`src/rtl/debug_dump_sequencer.sv`:
```
// Streams a MIPS state snapshot (PC, cycle count, register file, data memory) over UART TX, LSB byte first.
// Optional feature macro: DUMP_CHECKSUM_EN appends one XOR checksum byte after the last memory byte.
module debug_dump_sequencer #(
  parameter int BITS_SIZE     = 32,
  parameter int SIZE_TRAMA    = 8,
  parameter int NUM_REGS      = 32,
  parameter int NUM_MEM_WORDS = 16,
  parameter int REG_ADDR_W    = $clog2(NUM_REGS)
) (
  input  logic                  i_clk,
  input  logic                  i_reset,
  input  logic                  i_start,
  input  logic [BITS_SIZE-1:0]  i_mips_pc,
  input  logic [BITS_SIZE-1:0]  i_clk_wiz_count,
  input  logic [BITS_SIZE-1:0]  i_data_reg_file,
  input  logic [BITS_SIZE-1:0]  i_data_mem,
  input  logic                  i_tx_done,
  output logic                  o_tx_start,
  output logic [SIZE_TRAMA-1:0] o_tx_data,
  output logic [REG_ADDR_W-1:0] o_select_register_dir,
  output logic [BITS_SIZE-1:0]  o_select_mem_dir,
  output logic                  o_busy,
  output logic                  o_done,
  output logic [2:0]            o_dbg_state
);

  localparam int BYTES  = BITS_SIZE / SIZE_TRAMA;
  localparam int BYTE_W = (BYTES > 1) ? $clog2(BYTES) : 1;
  localparam logic [REG_ADDR_W-1:0] REG_LAST = REG_ADDR_W'(NUM_REGS - 1);
  localparam logic [BITS_SIZE-1:0]  MEM_LAST = BITS_SIZE'(NUM_MEM_WORDS - 1);

  typedef enum logic [2:0] {
    IDLE    = 3'd0,
    LOAD    = 3'd1,
    CAPTURE = 3'd2,
    SEND    = 3'd3,
    WAIT    = 3'd4,
    FINISH  = 3'd5
  } state_t;

  typedef enum logic [2:0] {
    PH_PC    = 3'd0,
    PH_COUNT = 3'd1,
    PH_REG   = 3'd2,
    PH_MEM   = 3'd3,
    PH_CSUM  = 3'd4
  } phase_t;

  state_t                state, state_next;
  phase_t                phase;
  logic [BYTE_W-1:0]     byte_idx;
  logic [BITS_SIZE-1:0]  word;
  logic [BITS_SIZE-1:0]  pc_snap;
  logic [BITS_SIZE-1:0]  cnt_snap;
  logic [REG_ADDR_W-1:0] sel_reg;
  logic [BITS_SIZE-1:0]  sel_mem;
  logic                  last_byte;
  logic                  more_words;

`ifdef DUMP_CHECKSUM_EN
  logic [SIZE_TRAMA-1:0] csum;
  assign last_byte  = (phase == PH_CSUM) || (byte_idx == BYTE_W'(BYTES - 1));
  assign more_words = (phase != PH_CSUM);
`else
  assign last_byte  = (byte_idx == BYTE_W'(BYTES - 1));
  assign more_words = !((phase == PH_MEM) && (sel_mem == MEM_LAST));
`endif

  // Handshake: o_tx_start pulses one cycle in SEND with o_tx_data valid; o_tx_data stays put
  // until i_tx_done, which is honoured only while in WAIT.
  assign o_tx_start            = (state == SEND);
  assign o_done                = (state == FINISH);
  assign o_busy                = (state != IDLE);
  assign o_tx_data             = word[SIZE_TRAMA*byte_idx +: SIZE_TRAMA];
  assign o_select_register_dir = sel_reg;
  assign o_select_mem_dir      = sel_mem;
  assign o_dbg_state           = state;

  always_ff @(posedge i_clk or negedge i_reset) begin
    if (!i_reset) state <= IDLE;
    else          state <= state_next;
  end

  always_comb begin
    state_next = state;
    case (state)
      IDLE:    if (i_start) state_next = LOAD;
      LOAD:    state_next = CAPTURE;
      CAPTURE: state_next = SEND;
      SEND:    state_next = WAIT;
      WAIT: begin
        if (i_tx_done) begin
          if (!last_byte)     state_next = SEND;
          else if (more_words) state_next = LOAD;
          else                state_next = FINISH;
        end
      end
      FINISH:  state_next = IDLE;
      default: state_next = IDLE;
    endcase
  end

  always_ff @(posedge i_clk or negedge i_reset) begin
    if (!i_reset) begin
      phase    <= PH_PC;
      byte_idx <= '0;
      word     <= '0;
      pc_snap  <= '0;
      cnt_snap <= '0;
      sel_reg  <= '0;
      sel_mem  <= '0;
`ifdef DUMP_CHECKSUM_EN
      csum     <= '0;
`endif
    end else begin
      case (state)
        IDLE: begin
          // PC and count are latched together so the pair is coherent for the whole dump.
          if (i_start) begin
            pc_snap  <= i_mips_pc;
            cnt_snap <= i_clk_wiz_count;
            phase    <= PH_PC;
`ifdef DUMP_CHECKSUM_EN
            csum     <= '0;
`endif
          end
        end
        CAPTURE: begin
          byte_idx <= '0;
          case (phase)
            PH_PC:    word <= pc_snap;
            PH_COUNT: word <= cnt_snap;
            PH_REG:   word <= i_data_reg_file;
            PH_MEM:   word <= i_data_mem;
`ifdef DUMP_CHECKSUM_EN
            PH_CSUM:  word <= BITS_SIZE'(csum);
`endif
            default:  word <= '0;
          endcase
        end
        SEND: begin
`ifdef DUMP_CHECKSUM_EN
          if (phase != PH_CSUM) csum <= csum ^ o_tx_data;
`endif
        end
        WAIT: begin
          if (i_tx_done) begin
            if (!last_byte) begin
              byte_idx <= byte_idx + BYTE_W'(1);
            end else if (more_words) begin
              case (phase)
                PH_PC:    phase <= PH_COUNT;
                PH_COUNT: begin
                  phase   <= PH_REG;
                  sel_reg <= '0;
                end
                PH_REG: begin
                  if (sel_reg == REG_LAST) begin
                    phase   <= PH_MEM;
                    sel_mem <= '0;
                  end else begin
                    sel_reg <= sel_reg + REG_ADDR_W'(1);
                  end
                end
                PH_MEM: begin
`ifdef DUMP_CHECKSUM_EN
                  if (sel_mem == MEM_LAST) phase <= PH_CSUM;
                  else                     sel_mem <= sel_mem + BITS_SIZE'(1);
`else
                  sel_mem <= sel_mem + BITS_SIZE'(1);
`endif
                end
                default: phase <= PH_PC;
              endcase
            end
          end
        end
        default: ;
      endcase
    end
  end

endmodule

```
`config.mk`:
```
export PLATFORM = sky130hd
export DESIGN_NAME = debug_dump_sequencer
export DESIGN_NICKNAME = d
export VERILOG_FILES = /design/src/rtl/debug_dump_sequencer.sv
export SDC_FILE = /design/constraint.sdc
export NUM_CORES = 1
export LEC_CHECK = 0
export CAP_MARGIN = 20
export CORE_MARGIN = 2
export CORE_UTILIZATION = 55
export CTS_BUF_LIST = sky130_fd_sc_hd__clkbuf_4 sky130_fd_sc_hd__clkbuf_8
export DETAILED_ROUTE_END_ITERATION = 7
export PLACE_DENSITY = 0.95
export SYNTH_ARGS = -nofsm -noshare
export SYNTH_HDL_FRONTEND = slang
export SYNTH_SLANG_ARGS = --single-unit
```
`constraint.sdc`:
```
create_clock -name i_clk -period 5 [get_ports i_clk]
set_input_delay 0.5 -clock i_clk [delete_from_list [all_inputs] [get_ports i_clk]]
set_output_delay 0.5 -clock i_clk [all_outputs]
set_load 0.05 [all_outputs]
```
==> out/metrics.cfg <==
[flow_run]
maxCapViolCount=0

[global_routing]
grt_pass1_wl_um=33900
first_global_vias=6485
grt_max_degree=95
track_usage=0.311
grt-ovfl-total=0
antenna_found_initial=0

[clock_tree]
cts_buffers=17
cts_resized=0
cts_setup_buffers=0
clock_latency_ps=470
h-tree-depth=4
holdBufCountCts=0
clock-sinks=140
clock_path_buffers=2
cts-root-buf=clkbuf_8
cts.clk_slew.worst_paths_ps=90
cts_tree=yes

[drt]
via_count=6355
vias_per_cell=6.46
drt-total-wl_um=21300
ant_nets=0
drc=0
drt-initial-drc-count=610
wl_per_cell_um=21.7
drtPass1Iterations=6

[synthesis]
syn_area_per_cell_um2=11.2
synth_area_um2=7100
synth-async-reset-ratio=1.00
synth_edf_count=0
ys_types=61
synthFlopType=dfrtp_1
ys_top_cells_by_area=dfrtp_1 (49%), mux2_2 (10%), a22o_1 (4.4%), a221oi_1 (3.9%), nand2_1 (3.2%)
ys_seq_area_frac=0.493
synth.top_cell.area_share=0.493
syn_nets=776
ys_ff_latch=140
synth_area_leader_cell=dfrtp_1
yosysWarnings=0
syn_inst=636

[sta]
clock.fmax_mhz=314
finClkSkew_ps=18.6
rsz0062_at_grt=false
slew_violations=0
tightest_slew_ps=1100
period_minus_slack_ps=3190
fin_setup_tns_ps=0
timing.slew.headroom=0.265
min_period_over_period=0.637
finalHoldViolations=0
setup_viol=0

[worst_setup_path]
cpPeakStageDelay_ps=940
reg2reg_from=phase[0]$_DFFE_PN0P_
setup.worst_path.end_class=flop
slowest_stage=ha_2
required_ps=5350
worst-path-stages=7
crit_buf_inv=1
cp-startpoint=phase[0]$_DFFE_PN0P_
cp_top_family=adder cells
cp-endpoint=o_select_mem_dir[27]$_DFFE_PN0P_
crit_path_cell_trace=ha_2 > mux2_2 > nand4_2 > buf_4 > nor2_1 > nand2_1 > o41ai_1
critPathMaxFanout=55
ff2ff_path_depth=7
critPathKind=reg2reg
r2r_end=o_select_mem_dir[27]$_DFFE_PN0P_
startpoint_type=flop
crit_arrival_ps=3530
worst-r2r-setup-slack_ps=1810

[floorplanning]
die_area_um2=13800
die_w_um=118
die-height_um=118
row_count=41
initial_utilization=0.563
io_pins=183
core_area_um2=12600

[final_layout]
antenna_cells=0
drive_gt1_frac=0.159
nNetsFinal=938
final_cells=983
syn2layout_area_growth_pct=32.6

[power]
switchingPower_uw=1750
pwr-share-clk=0.200
p_per_area_nw_per_um2=481
p_leak_uw=0.00378
p_sw_frac=0.386
power.share.combinational=0.393
p_int_uw=2780
pwr-share-seq=0.407
ir_worst_vdd_mv=0.270

[place]
gp_congestion=0.925
numPortBuffers=182
dp_cells=950
dp_hpwl_um=14500

[run_status]
status=finished clean

[worst_hold_path]
hold_class=in2async

metrics by stage:
stage          area [um^2]   util  power, uW  hold slack [ps]  worst slack [ps]
6_report              9410  0.746       4530              123              1810
5_1_grt               9410  0.746       4730              187              1590
4_1_cts               9390  0.744       4480              159              1820
3_5_place_dp          9000  0.714       3550              483              1830
3_3_place_gp          9000  0.714       3410              465              2050
2_1_floorplan         7100      -       2950              204              2560
metal layers:
metal | track usage | wire [um] | part of all wire
met1 | 0.368 | 8000 | 0.38
met2 | 0.540 | 11000 | 0.52
met3 | 0.0780 | 1640 | 0.077
met4 | 0.131 | 659 | 0.031
met5 | 0 | 0 | 0
area by class of cell:
cell class	count	area (um^2)
inverters	10	37.5
multi-input cells	438	3370
clock inverters	14	134
repair buffers	191	1910
well taps	172	215
flip-flops and latches	140	3500
fillers	778	3210
clock buffers	18	248
synthesized netlist by cell type, drive strengths merged, types with 3 or more instances:
cell	count
o21ai	53
nand3	16
o41ai	8
o31ai	25
mux4	8
and2	9
a41oi	5
a21oi	4
nor4	11
mux2	66
nand2	62
and4	3
buf	22
nor3	8
a221oi	32
nor2	12
nand4	12
or3	4
a31oi	8
and3	9
nand2b	5
clkbuf	26
o211ai	3
a22o	36
ha	8
mux2i	3
inv	9
dfrtp	140
placed cells by master, fill, tap and decap left out, types with 7 or more instances in the layout:
master,n
ha_1,7
nor3_1,7
clkdlybuf4s50_1,181
inv_6,7
o41ai_1,8
buf_4,8
inv_1,8
a31oi_1,8
mux2_2,65
o21ai_1,36
nor4_1,8
and3_1,9
nand4_1,10
o21ai_0,17
clkbuf_8,18
nand3_1,14
dfrtp_1,140
and2_1,9
o31ai_1,25
a221oi_1,32
nand2_1,61
nor2_1,11
a22o_1,36
mux4_2,8
power by group through the flow:
stage	Combinational (uW)	Clock (uW)	Sequential [uW]
after CTS	1750	905	1830
after floorplan	1190	0	1750
after detailed placement	1710	0	1840
after global routing	1900	955	1880
after global placement	1620	0	1790
final	1780	904	1840
registers in the layout, summed over array words and instances (netlist names):
name	count
o_dbg_state	3
byte_idx	2
o_select_mem_dir	32
phase	2
o_select_register_dir	5
pc_snap	32
cnt_snap	32
word	32
how the worst min path moves through the flow:
| stage | startpoint | end | depth (start not counted) |
|---|---|---|---|
| finish | i_reset | o_select_mem_dir[3]$_DFFE_PN0P_ | 1 |
| global route | i_reset | o_select_mem_dir[3]$_DFFE_PN0P_ | 1 |
| CTS | i_reset | o_select_mem_dir[10]$_DFFE_PN0P_ | 1 |
| detailed placement | word[20]$_DFFE_PN0N_ | word[20]$_DFFE_PN0N_ | 2 |
| global placement | word[21]$_DFFE_PN0N_ | word[21]$_DFFE_PN0N_ | 2 |
| floorplan | i_reset | byte_idx[0]$_DFFE_PN0P_ | 0 |
cells by family after synthesis:
| logic type | Yosys count | synth area share |
|---|---|---|
| compound gates | 187 | 0.192 |
| xor+xnor | 1 | 0.00123 |
| fa+ha+maj | 8 | 0.0141 |
| buf+inv | 58 | 0.0347 |
| flops | 140 | 0.493 |
| mux | 77 | 0.134 |
| simple gates | 165 | 0.130 |
Note: power is estimated with default switching activity, not from simulation.
